File: src/rtl/iter_divider_if.sv
// Handshake and operand/result bundle for the iterative divider.
// The master side (requester) drives start and the operands.
// The slave side (divider) returns status and results.
interface iter_divider_if #(
    parameter int LENGTH = 8
);
    logic              start;
    logic [LENGTH-1:0] dividend;
    logic [LENGTH-1:0] divisor;
    logic              busy;
    logic              done;
    logic [LENGTH-1:0] quotient;
    logic [LENGTH-1:0] remainder;
    logic              div_by_zero;

    modport master (
        output start, dividend, divisor,
        input  busy, done, quotient, remainder, div_by_zero
    );

    modport slave (
        input  start, dividend, divisor,
        output busy, done, quotient, remainder, div_by_zero
    );
endinterface

File: src/rtl/iter_divider.sv
// Restoring divider that produces one quotient bit per clock.
// A division takes LENGTH cycles in RUN, followed by a single DONE cycle.
// A zero divisor skips RUN and reports quotient = all ones and remainder = dividend.
module iter_divider #(
    parameter int LENGTH = 8
) (
    input  logic         clk,
    input  logic         rst_n,
    iter_divider_if.slave bus
);
    localparam int CW = $clog2(LENGTH);
    localparam logic [CW-1:0] LAST = CW'(LENGTH - 1);

    typedef enum logic [1:0] {
        IDLE,
        RUN,
        DONE
    } state_t;

    state_t            state_reg;
    state_t            state_next;
    logic [CW-1:0]     count_reg;
    logic [LENGTH-1:0] divisor_reg;
    // Holds the dividend bits that have not been consumed yet.
    // Quotient bits enter from the LSB end as the dividend bits leave.
    logic [LENGTH-1:0] shift_reg;
    logic [LENGTH-1:0] part_reg;
    logic [LENGTH-1:0] quotient_reg;
    logic [LENGTH-1:0] remainder_reg;
    logic              dbz_reg;

    logic [LENGTH:0]   shifted;
    logic [LENGTH:0]   diff;
    logic              borrow;
    logic [LENGTH-1:0] part_next;
    logic [LENGTH-1:0] shift_next;

    // One restoring step. The partial remainder always stays below the divisor,
    // so a LENGTH+1 bit difference cannot overflow, and bit LENGTH is the borrow.
    always_comb begin
        shifted    = {part_reg, shift_reg[LENGTH-1]};
        diff       = shifted - {1'b0, divisor_reg};
        borrow     = diff[LENGTH];
        part_next  = borrow ? shifted[LENGTH-1:0] : diff[LENGTH-1:0];
        shift_next = {shift_reg[LENGTH-2:0], ~borrow};
    end

    // State register.
    always_ff @(posedge clk or negedge rst_n) begin
        if (!rst_n) begin
            state_reg <= IDLE;
        end else begin
            state_reg <= state_next;
        end
    end

    // Next-state logic. start is only honoured in IDLE.
    always_comb begin
        state_next = state_reg;
        case (state_reg)
            IDLE: begin
                if (bus.start) begin
                    state_next = (bus.divisor == '0) ? DONE : RUN;
                end
            end
            RUN: begin
                if (count_reg == LAST) begin
                    state_next = DONE;
                end
            end
            DONE:    state_next = IDLE;
            default: state_next = IDLE;
        endcase
    end

    // Operand capture, iteration, and result registers. Results change only
    // on the edge that enters DONE and hold until the next such edge.
    always_ff @(posedge clk or negedge rst_n) begin
        if (!rst_n) begin
            count_reg     <= '0;
            divisor_reg   <= '0;
            shift_reg     <= '0;
            part_reg      <= '0;
            quotient_reg  <= '0;
            remainder_reg <= '0;
            dbz_reg       <= 1'b0;
        end else begin
            case (state_reg)
                IDLE: begin
                    if (bus.start) begin
                        shift_reg   <= bus.dividend;
                        divisor_reg <= bus.divisor;
                        part_reg    <= '0;
                        count_reg   <= '0;
                        dbz_reg     <= (bus.divisor == '0);
                        if (bus.divisor == '0) begin
                            quotient_reg  <= '1;
                            remainder_reg <= bus.dividend;
                        end
                    end
                end
                RUN: begin
                    shift_reg <= shift_next;
                    part_reg  <= part_next;
                    count_reg <= count_reg + CW'(1);
                    if (count_reg == LAST) begin
                        quotient_reg  <= shift_next;
                        remainder_reg <= part_next;
                    end
                end
                default: ;
            endcase
        end
    end

    assign bus.busy        = (state_reg == RUN);
    assign bus.done        = (state_reg == DONE);
    assign bus.quotient    = quotient_reg;
    assign bus.remainder   = remainder_reg;
    assign bus.div_by_zero = dbz_reg;
endmodule

File: src/flat_wrapper.sv
// flat-port wrapper written by rule: the top's interface ports become plain ports
module iter_divider_flat 
#(
    parameter int LENGTH = 8
)
  (clk, rst_n, bus_start, bus_dividend, bus_divisor, bus_busy, bus_done, bus_quotient, bus_remainder, bus_div_by_zero);
  iter_divider_if #(.LENGTH(LENGTH)) bus_i ();
  input  logic clk;
  input  logic rst_n;
  input wire logic [$bits(bus_i.start)-1:0] bus_start;
  input wire logic [$bits(bus_i.dividend)-1:0] bus_dividend;
  input wire logic [$bits(bus_i.divisor)-1:0] bus_divisor;
  output wire logic [$bits(bus_i.busy)-1:0] bus_busy;
  output wire logic [$bits(bus_i.done)-1:0] bus_done;
  output wire logic [$bits(bus_i.quotient)-1:0] bus_quotient;
  output wire logic [$bits(bus_i.remainder)-1:0] bus_remainder;
  output wire logic [$bits(bus_i.div_by_zero)-1:0] bus_div_by_zero;
  assign bus_i.start = bus_start;
  assign bus_i.dividend = bus_dividend;
  assign bus_i.divisor = bus_divisor;
  assign bus_busy = bus_i.busy;
  assign bus_done = bus_i.done;
  assign bus_quotient = bus_i.quotient;
  assign bus_remainder = bus_i.remainder;
  assign bus_div_by_zero = bus_i.div_by_zero;
  iter_divider #(.LENGTH(LENGTH)) u_core (.clk(clk), .rst_n(rst_n), .bus(bus_i));
endmodule
File: config.mk
export PLATFORM = sky130hd
export DESIGN_NAME = iter_divider_flat
export DESIGN_NICKNAME = d
export VERILOG_FILES = /design/src/rtl/iter_divider_if.sv /design/src/rtl/iter_divider.sv /design/src/flat_wrapper.sv
export SDC_FILE = /design/constraint.sdc
export NUM_CORES = 1
export LEC_CHECK = 0
export CORE_MARGIN = 2
export CORE_UTILIZATION = 57
export CTS_CLUSTER_SIZE = 40
export DETAILED_ROUTE_END_ITERATION = 7
export PLACE_DENSITY = 0.89
export SYNTH_ARGS = -nofsm -noshare
export SYNTH_HDL_FRONTEND = slang
export SYNTH_SLANG_ARGS = --single-unit
File: constraint.sdc
create_clock -name clk -period 4.35 [get_ports clk]
set_input_delay 0.435 -clock clk [delete_from_list [all_inputs] [get_ports clk]]
set_output_delay 0.435 -clock clk [all_outputs]
set_load 0.005 [all_outputs]
==> impl_metrics.csv, run 1 <==
group,metric,value,unit
synth,async_reset_ff_frac,1.00,
power,seqPwrFrac,0.322,
power,switching_share,0.439,
power,clkPwrFrac,0.107,
synth,yosys.area_share.simple,0.235,
layout,n_fill_cell,314,
place,gp_congestion,0.829,
cts,cts_tree,"built",
routing,via_per_inst,5.66,
synth,syn-cell-area,2390,µm²
layout,multi_input_area,1160,µm²
setup_path,path_cells,"inv_1 -> ha_1 -> inv_1 -> fa_1 -> a211oi_2 -> nor3_1 -> mux2i_1 -> nor2_2 -> mux2_1 -> a21oi_1",
synth,synth_ff_type,"dfrtp_1",
synth,synth_mux_area_frac,0.0131,
timing,finalHoldViolations,0,
timing,holdWs,0.304,ns
routing,drt_iter0_markers,189,
power,power.internal,1.35,mW
layout,area_growth,20.4,%
setup_path,critPathRequiredTime,4.57,ns
grt,grt_start_max_net_pins,47,
synth,synth_seq_area_share,0.481,
grt,grt_pass1_vias,1979,
layout,drive_gt1_frac,0.0536,
routing,dr.pass1.iters,4,
synth,synth-seq-cells,46,
timing,drv_slew,0,
cts,clk_latency,0.30,ns
cts,clockBufferDepth,2,
timing,period_share,0.651,
timing,clock.fmax,353,MHz
setup_path,rr_worst_depth,10,
setup_path,start_kind,"register",
power,power_frac_comb,0.571,
min_path,hold_path_class,"input pin to async pin",
floorplanning,core,4030,µm²
routing,postRouteWirelength,5.33,mm
grt,antenna_found_initial,0,
cts,cts.clk_slew.worst_paths,0.08,ns
synth,syn_area_per_cell,8.51,µm²
setup_path,cp.arrival,3.06,ns
synth,synth_top_family_by_area,"simple AND/OR/NAND/NOR gates",
layout,nets,346,
place,placed_cells,359,
layout,regArea,1150,µm²
timing,slew_headroom,0.329,
setup_path,cpPeakStageDelay,0.54,ns
layout,fin_cells,367,
floorplanning,placementRows,23,
setup_path,cp_common_cell,"inv_1",
layout,mostFrequentLayoutCell,"nand2_1",
floorplanning,die_y,68.8,µm
setup_path,crit_start,"u_core.shift_reg[7]$_DFFE_PN0P_",
cts,ctsHtreeMaxLevel,2,
power,p_total,2.41,mW
cts,clkSinkCount,46,
timing,skew,0.00727,ns
cts,root_buffer,"clkbuf_8",
setup_path,reg2reg_slack,1.52,ns
layout,layout.cells.most_common_list,"nand2_1, nor2_1, dfrtp_1",
setup_path,r2r-end,"u_core.bus.remainder[1]$_DFFE_PN0P_",
layout,n_antenna_cell,0,
grt,track_usage,0.256,
setup_path,path_class,"register to register",
synth,yosysUniqueCellTypes,37,
synth,synth_warnings,0,
timing,worst_pin_slew,1.01,ns
layout,final_area,2880,µm²
synth,synth-edff-count,0,
cts,cts_hold_buf,0,
routing,drc,0,
synth,synth_compound_area_frac,0.160,
power,powerDensity,835,nW/µm²
place,post-place-ws,1.59,ns
cts,postCtsResizedCells,0,
timing,finalSetupViolations,0,
power,switching_power,1.06,mW
timing,final.setup.tns,0,ns
floorplanning,dieArea,4730,µm²
place,placement.cell_area,2800,µm²
setup_path,cp_max_fo,15,
cts,postCtsSetupRepairBufs,0,
layout,final_util,0.715,
routing,routedWlPerCell,14.5,µm
grt,grt_pass1_wl,8.81,mm
cts,cts_buffers,5,
job,drv_cap,0,
synth,synthAdderAreaFrac,0.0607,
grt,grt-ovfl-total,0,
power,ir_worst_vdd,0.410,mV
routing,antenna_left,0,
floorplanning,initial_core_util,0.594,
timing,grt_setup_unrepaired,"false",
floorplanning,io_pins,38,
synth,syn_nets,311,
setup_path,timing.rr.start,"u_core.shift_reg[7]$_DFFE_PN0P_",
setup_path,critPathSlowestCell,"nor2_2",
synth,synthXorXnorAreaFrac,0.0146,
setup_path,endpoint_kind,"register",
synth,netlist_instances,281,
status,status,"completed",
place,io_buffers,37,
routing,vias,2079,
power,p_leak,1.28,nW
timing,period_needed,2.83,ns
place,dp_hpwl,3.79,mm
timing,final.setup.worst_slack,1.52,ns
floorplanning,die_w,68.8,µm
## logic make-up (layout without fill, tap and decap cells)
family                   count (synthesis)  count (layout)
AND/OR/NAND/NOR                        132             132
AO/OA/AOI/OAI                           63              63
flip-flops                              46              46
buffers and inverters                   22              58
adder cells (fa/ha/maj)                 11              11
XOR/XNOR                                 4               4
multiplexers                             3               3
## cells in the mapped netlist (2+ instances only)
master | count | area (µm²)
nor4_1 | 2 | 12.5
mux2i_1 | 2 | 20.0
nor2b_1 | 2 | 12.5
o21ai_1 | 2 | 10.0
buf_2 | 2 | 10.0
nand3_1 | 12 | 60.1
a21o_1 | 4 | 30.0
ha_1 | 10 | 125
nand2b_1 | 4 | 25.0
a21oi_1 | 23 | 115
a31oi_1 | 13 | 81.3
or3_1 | 2 | 12.5
a211o_1 | 3 | 26.3
xor2_1 | 3 | 26.3
nand2_1 | 56 | 210
o21ai_0 | 12 | 60.1
dfrtp_1 | 46 | 1150
nor2_1 | 47 | 176
clkbuf_1 | 10 | 37.5
inv_1 | 9 | 33.8
## power groups by stage
stage / sequential, mW / combinational [mW] / clock [mW]
finish: 0.775 / 1.37 / 0.258
detailed placement: 0.779 / 1.35 / 0
global placement: 0.771 / 1.31 / 0
global route: 0.803 / 1.54 / 0.283
CTS: 0.773 / 1.37 / 0.264
floorplan: 0.740 / 0.978 / 0
## layout make-up
| cell class | count | area share |
|---|---|---|
| multi-input cells | 213 | 0.401 |
| flip-flops and latches | 46 | 0.399 |
| repair buffers | 40 | 0.135 |
| clock buffers | 6 | 0.0252 |
| well taps | 50 | 0.0217 |
| inverters | 10 | 0.0130 |
| clock inverters | 2 | 0.00478 |
## per-layer routing
metal	up-vias	GRT usage	wire length, µm
met5	-	0	0
met4	0	0.127	129
met3	12	0.0373	202
met2	53	0.416	2640
met1	993	0.336	2360
li1	1021	-	-
## worst max-delay path by stage
stage,endpoint,slack [ns],cells after the start
final,u_core.bus.remainder[1]$_DFFE_PN0P_,1.52,10
after CTS,u_core.bus.remainder[1]$_DFFE_PN0P_,1.56,10
after global placement,u_core.bus.remainder[2]$_DFFE_PN0P_,1.72,10
after detailed placement,u_core.bus.remainder[2]$_DFFE_PN0P_,1.59,10
after floorplan,u_core.bus.remainder[1]$_DFFE_PN0P_,1.88,11
after global routing,u_core.bus.remainder[1]$_DFFE_PN0P_,1.33,10
## critical path: cells and delay by family (launching register included)
| family | cells | cell delay, ns |
|---|---|---|
| flops | 1 | 0.40 |
| compound gates | 2 | 0.45 |
| fa+ha+maj | 2 | 0.55 |
| buf+inv | 2 | 0.11 |
| mux | 2 | 0.58 |
| simple gates | 2 | 0.67 |
Power figures use the tool's default switching activity.
==> inputs of run 2 (changes only) <==
- CORE_UTILIZATION: 57 -> 48
- PLACE_DENSITY: 0.89 -> 0.81
- clock period: 4.35 -> 2.6 ns (I/O delays scaled with it)
==> impl_metrics.csv, run 2 (synthesis gave the netlist of run 1 again) <==
group,metric,value,unit
timing,period_share,0.985,
cts,cts_buffers,5,
routing,routedWlPerCell,15.2,µm
place,gp_congestion,0.781,
floorplanning,io_pins,38,
floorplanning,core,4750,µm²
place,io_buffers,37,
timing,worst_pin_slew,1.03,ns
layout,n_antenna_cell,0,
place,dp_hpwl,3.95,mm
routing,antenna_left,0,
timing,finalSetupViolations,0,
job,drv_cap,0,
power,ir_worst_vdd,0.677,mV
setup_path,crit_start,"u_core.shift_reg[7]$_DFFE_PN0P_",
timing,drv_slew,0,
setup_path,timing.rr.start,"u_core.shift_reg[7]$_DFFE_PN0P_",
grt,grt_pass1_wl,9.25,mm
cts,root_buffer,"clkbuf_8",
setup_path,path_cells,"inv_2 -> ha_4 -> inv_1 -> fa_2 -> a211oi_4 -> nor3_2 -> mux2i_2 -> nor2_4 -> buf_12 -> mux2_2 -> a21oi_2",
floorplanning,placementRows,25,
status,status,"completed",
setup_path,cp.arrival,2.81,ns
layout,layout.cells.most_common_list,"nand2_1, nor2_1, dfrtp_1",
grt,grt_pass1_vias,1998,
timing,finalHoldViolations,0,
setup_path,endpoint_kind,"register",
timing,slew_headroom,0.312,
timing,holdWs,0.127,ns
setup_path,start_kind,"register",
layout,nets,355,
floorplanning,die_w,74.6,µm
layout,area_growth,28.0,%
min_path,hold_path_class,"input pin to async pin",
routing,drt_iter0_markers,156,
routing,postRouteWirelength,5.99,mm
cts,cts.clk_slew.worst_paths,0.09,ns
routing,vias,2175,
routing,dr.pass1.iters,4,
setup_path,critPathRequiredTime,2.84,ns
power,powerDensity,1520,nW/µm²
setup_path,cp_max_fo,6,
routing,via_per_inst,5.53,
routing,drc,0,
grt,track_usage,0.221,
cts,cts_hold_buf,0,
setup_path,path_class,"register to register",
layout,mostFrequentLayoutCell,"nand2_1",
timing,skew,0.0121,ns
place,post-place-ws,0.00674,ns
setup_path,cpPeakStageDelay,0.42,ns
grt,grt_start_max_net_pins,47,
power,p_leak,1.34,nW
cts,cts_tree,"built",
setup_path,critPathSlowestCell,"dfrtp_1",
cts,ctsHtreeMaxLevel,2,
grt,grt-ovfl-total,0,
floorplanning,initial_core_util,0.503,
cts,clkSinkCount,46,
timing,period_needed,2.56,ns
cts,clk_latency,0.31,ns
grt,antenna_found_initial,0,
floorplanning,die_y,74.6,µm
floorplanning,dieArea,5560,µm²
timing,final.setup.worst_slack,0.0393,ns
cts,clockBufferDepth,2,
layout,drive_gt1_frac,0.110,
timing,clock.fmax,391,MHz
[run 2: repair_timing]
action	4_1_cts	5_1_grt
setup endpoints to repair	3	7
buffers inserted	0	6
gates resized for setup	2	15
pin swaps	1	13
[run 2: power by group]
group	total [mW]	internal (mW)	switching, mW
Sequential	1.31	1.06	0.246
Combinational	2.80	1.33	1.47
Clock	0.539	0.288	0.251
[run 2: worst max-delay path: cells and delay by family, from the launching register on]
| kind | cells | cell delay [ns] |
|---|---|---|
| and+or+nand+nor | 2 | 0.33 |
| DFF | 1 | 0.42 |
| adders and majority gates | 2 | 0.52 |
| muxes | 2 | 0.53 |
| buffers and inverters | 3 | 0.28 |
| AOI/OAI and AO/OA | 2 | 0.40 |
[run 2: final timing paths]
| path | to | slack (ns) | cells after the start |
|---|---|---|---|
| min | u_core.divisor_reg[1]$_DFFE_PN0P_ | 0.13 | 1 |
| max | u_core.bus.remainder[1]$_DFFE_PN0P_ | 0.04 | 11 |
| max in group asynchronous | u_core.bus.remainder[6]$_DFFE_PN0P_ | 1.83 | 1 |
| max reg2reg | u_core.bus.remainder[1]$_DFFE_PN0P_ | 0.04 | 11 |
| min in group clk | u_core.bus.div_by_zero$_DFFE_PN0P_ | 0.50 | 2 |
| min reg2reg | u_core.bus.div_by_zero$_DFFE_PN0P_ | 0.50 | 2 |
[run 2: layout make-up]
class | count | area (µm²)
Fill cell | 395 | 1690
Multi-Input combinational cell | 213 | 1210
Sequential cell | 46 | 1150
Timing Repair Buffer | 49 | 472
Tap cell | 67 | 83.8
Clock buffer | 7 | 76.3
Inverter | 10 | 37.5
Clock inverter | 1 | 30.0
[run 2: through the flow]
step           setup TNS, ns  power [mW]  std cells  instance area [µm²]   util
6_report                   0        4.65        393                 3060  0.644
5_1_grt               -0.143        4.99        393                 3060  0.644
4_1_cts                    0        4.24        387                 2950  0.621
3_5_place_dp               0        3.65        379                 2840  0.597
3_3_place_gp               0        3.56        379                 2840  0.597
2_1_floorplan              0        2.87        281                 2390      -
[run 2: metal layers]
metal	share of wire	global-route usage	up-vias
met5	0	0	-
met1	0.45	0.306	1052
met4	0.025	0.0893	0
li1	-	-	1038
met3	0.041	0.0393	14
met2	0.48	0.347	71
==> inputs of run 3 (changes only) <==
- CTS_CLUSTER_SIZE: 40 -> 8
- SKIP_CTS_REPAIR_TIMING: not set -> 1
- SLEW_MARGIN: not set -> 10
==> impl_metrics.csv, run 3 (synthesis gave the netlist of run 1 again) <==
group,metric,value,unit
floorplanning,placementRows,25,
grt,grt_pass1_vias,1995,
timing,drv_slew,0,
timing,skew,0.0121,ns
cts,ctsHtreeMaxLevel,2,
setup_path,start_kind,"register",
floorplanning,dieArea,5560,µm²
place,dp_hpwl,3.95,mm
power,clkPwrFrac,0.115,
setup_path,critPathRequiredTime,2.80,ns
timing,period_share,1.01,
floorplanning,die_w,74.6,µm
layout,final_util,0.643,
floorplanning,io_pins,38,
status,failed_checks,"negative setup slack",
routing,drt_iter0_markers,197,
timing,finalSetupViolations,3,
timing,finalHoldViolations,0,
min_path,hold_path_class,"input pin to async pin",
routing,routedWlPerCell,15.5,µm
cts,clk_latency,0.31,ns
cts,cts_buffers,5,
layout,n_fill_cell,404,
layout,mostFrequentLayoutCell,"nand2_1",
layout,nets,356,
cts,clkSinkCount,46,
timing,final.setup.worst_slack,-0.0240,ns
timing,period_needed,2.62,ns
power,seqPwrFrac,0.280,
timing,clock.fmax,381,MHz
layout,multi_input_area,1220,µm²
setup_path,crit_start,"u_core.shift_reg[7]$_DFFE_PN0P_",
timing,worst_pin_slew,1.04,ns
layout,n_antenna_cell,0,
cts,root_buffer,"clkbuf_8",
routing,vias,2208,
grt,grt_pass1_wl,9.27,mm
status,status,"finished, violations left",
layout,area_growth,27.9,%
place,gp_congestion,0.781,
cts,cts_tree,"built",
grt,antenna_found_initial,0,
grt,grt-ovfl-total,0,
power,p_leak,1.34,nW
power,powerDensity,1520,nW/µm²
routing,via_per_inst,5.60,
floorplanning,core,4750,µm²
routing,antenna_left,0,
setup_path,endpoint_kind,"register",
power,power.internal,2.66,mW
setup_path,timing.rr.start,"u_core.shift_reg[7]$_DFFE_PN0P_",
grt,grt_start_max_net_pins,47,
place,io_buffers,37,
power,switching_power,2.00,mW
layout,layout.cells.most_common_list,"nand2_1, nor2_1, dfrtp_1",
setup_path,cp_max_fo,5,
routing,drc,0,
layout,fin_cells,394,
place,placed_cells,379,
grt,track_usage,0.222,
layout,regArea,1150,µm²
layout,drive_gt1_frac,0.116,
routing,dr.pass1.iters,5,
timing,holdWs,0.138,ns
floorplanning,die_y,74.6,µm
setup_path,cp.arrival,2.82,ns
timing,slew_headroom,0.308,
power,ir_worst_vdd,0.702,mV
power,switching_share,0.429,
cts,cts.clk_slew.worst_paths,0.09,ns
floorplanning,initial_core_util,0.503,
power,power_frac_comb,0.605,
timing,grt_setup_unrepaired,"true",
job,drv_cap,0,
setup_path,path_class,"register to register",
cts,clockBufferDepth,2,
routing,postRouteWirelength,6.10,mm
## run 3: changes by cell type in the layout (fill, tap and decap cells not counted)
cell	before	now
nand3_1	11	12
buf_12	1	0
nor2_2	0	1
nand3_2	1	0
inv_2	2	3
mux2i_1	1	0
mux2i_2	1	2
buf_6	1	2
inv_1	8	7
## run 3: metal layers
| metal | vias up | track usage | routed length, µm |
|---|---|---|---|
| met4 | 0 | 0.0893 | 209 |
| met5 | - | 0 | 0 |
| met1 | 1067 | 0.311 | 2700 |
| met2 | 80 | 0.344 | 2920 |
| met3 | 20 | 0.0393 | 271 |
| li1 | 1041 | - | - |
## run 3: worst paths after layout
check | endpoint | slack [ns] | depth (start not counted)
setup / recovery | u_core.bus.remainder[2]$_DFFE_PN0P_ | -0.02 | 11
hold / removal | u_core.divisor_reg[6]$_DFFE_PN0P_ | 0.14 | 1
setup reg to reg | u_core.bus.remainder[2]$_DFFE_PN0P_ | -0.02 | 11
hold reg to reg | u_core.bus.div_by_zero$_DFFE_PN0P_ | 0.50 | 2
max in group asynchronous | u_core.divisor_reg[3]$_DFFE_PN0P_ | 1.82 | 1
min in group clk | u_core.bus.div_by_zero$_DFFE_PN0P_ | 0.50 | 2
## run 3: layout make-up
| cell class | instances | share of cell area |
|---|---|---|
| Multi-Input combinational cell | 214 | 0.398 |
| Sequential cell | 46 | 0.376 |
| Timing Repair Buffer | 49 | 0.151 |
| Tap cell | 67 | 0.0274 |
| Clock buffer | 7 | 0.0249 |
| Inverter | 10 | 0.0123 |
| Clock inverter | 1 | 0.00982 |
## run 3: power groups by stage
stage / combinational, mW / clock [mW] / sequential, mW
CTS: 2.38 / 0.540 / 1.29
global route: 3.09 / 0.566 / 1.34
finish: 2.82 / 0.536 / 1.31
detailed placement: 2.34 / 0 / 1.30
floorplan: 1.64 / 0 / 1.24
global placement: 2.26 / 0 / 1.29
## run 3: stage by stage
step           setup TNS [ns]  area [µm²]  worst slack (ns)  power [mW]
2_1_floorplan               0        2390             0.134        2.87
3_3_place_gp                0        2840             0.123        3.56
3_5_place_dp                0        2840           0.00674        3.65
4_1_cts                -0.150        2950           -0.0621        4.22
5_1_grt                -0.251        3060           -0.0609        5.00
6_report              -0.0473        3060           -0.0240        4.66
## run 3: worst max-delay path: stages (launching register included)
cell      delay (ns)
dfrtp_1         0.42
inv_2           0.09
ha_4            0.13
inv_2           0.04
fa_2            0.38
a211oi_4        0.31
nor3_2          0.10
mux2i_2         0.35
nor2_4          0.10
buf_6           0.14
mux2i_2         0.15
o32a_1          0.29
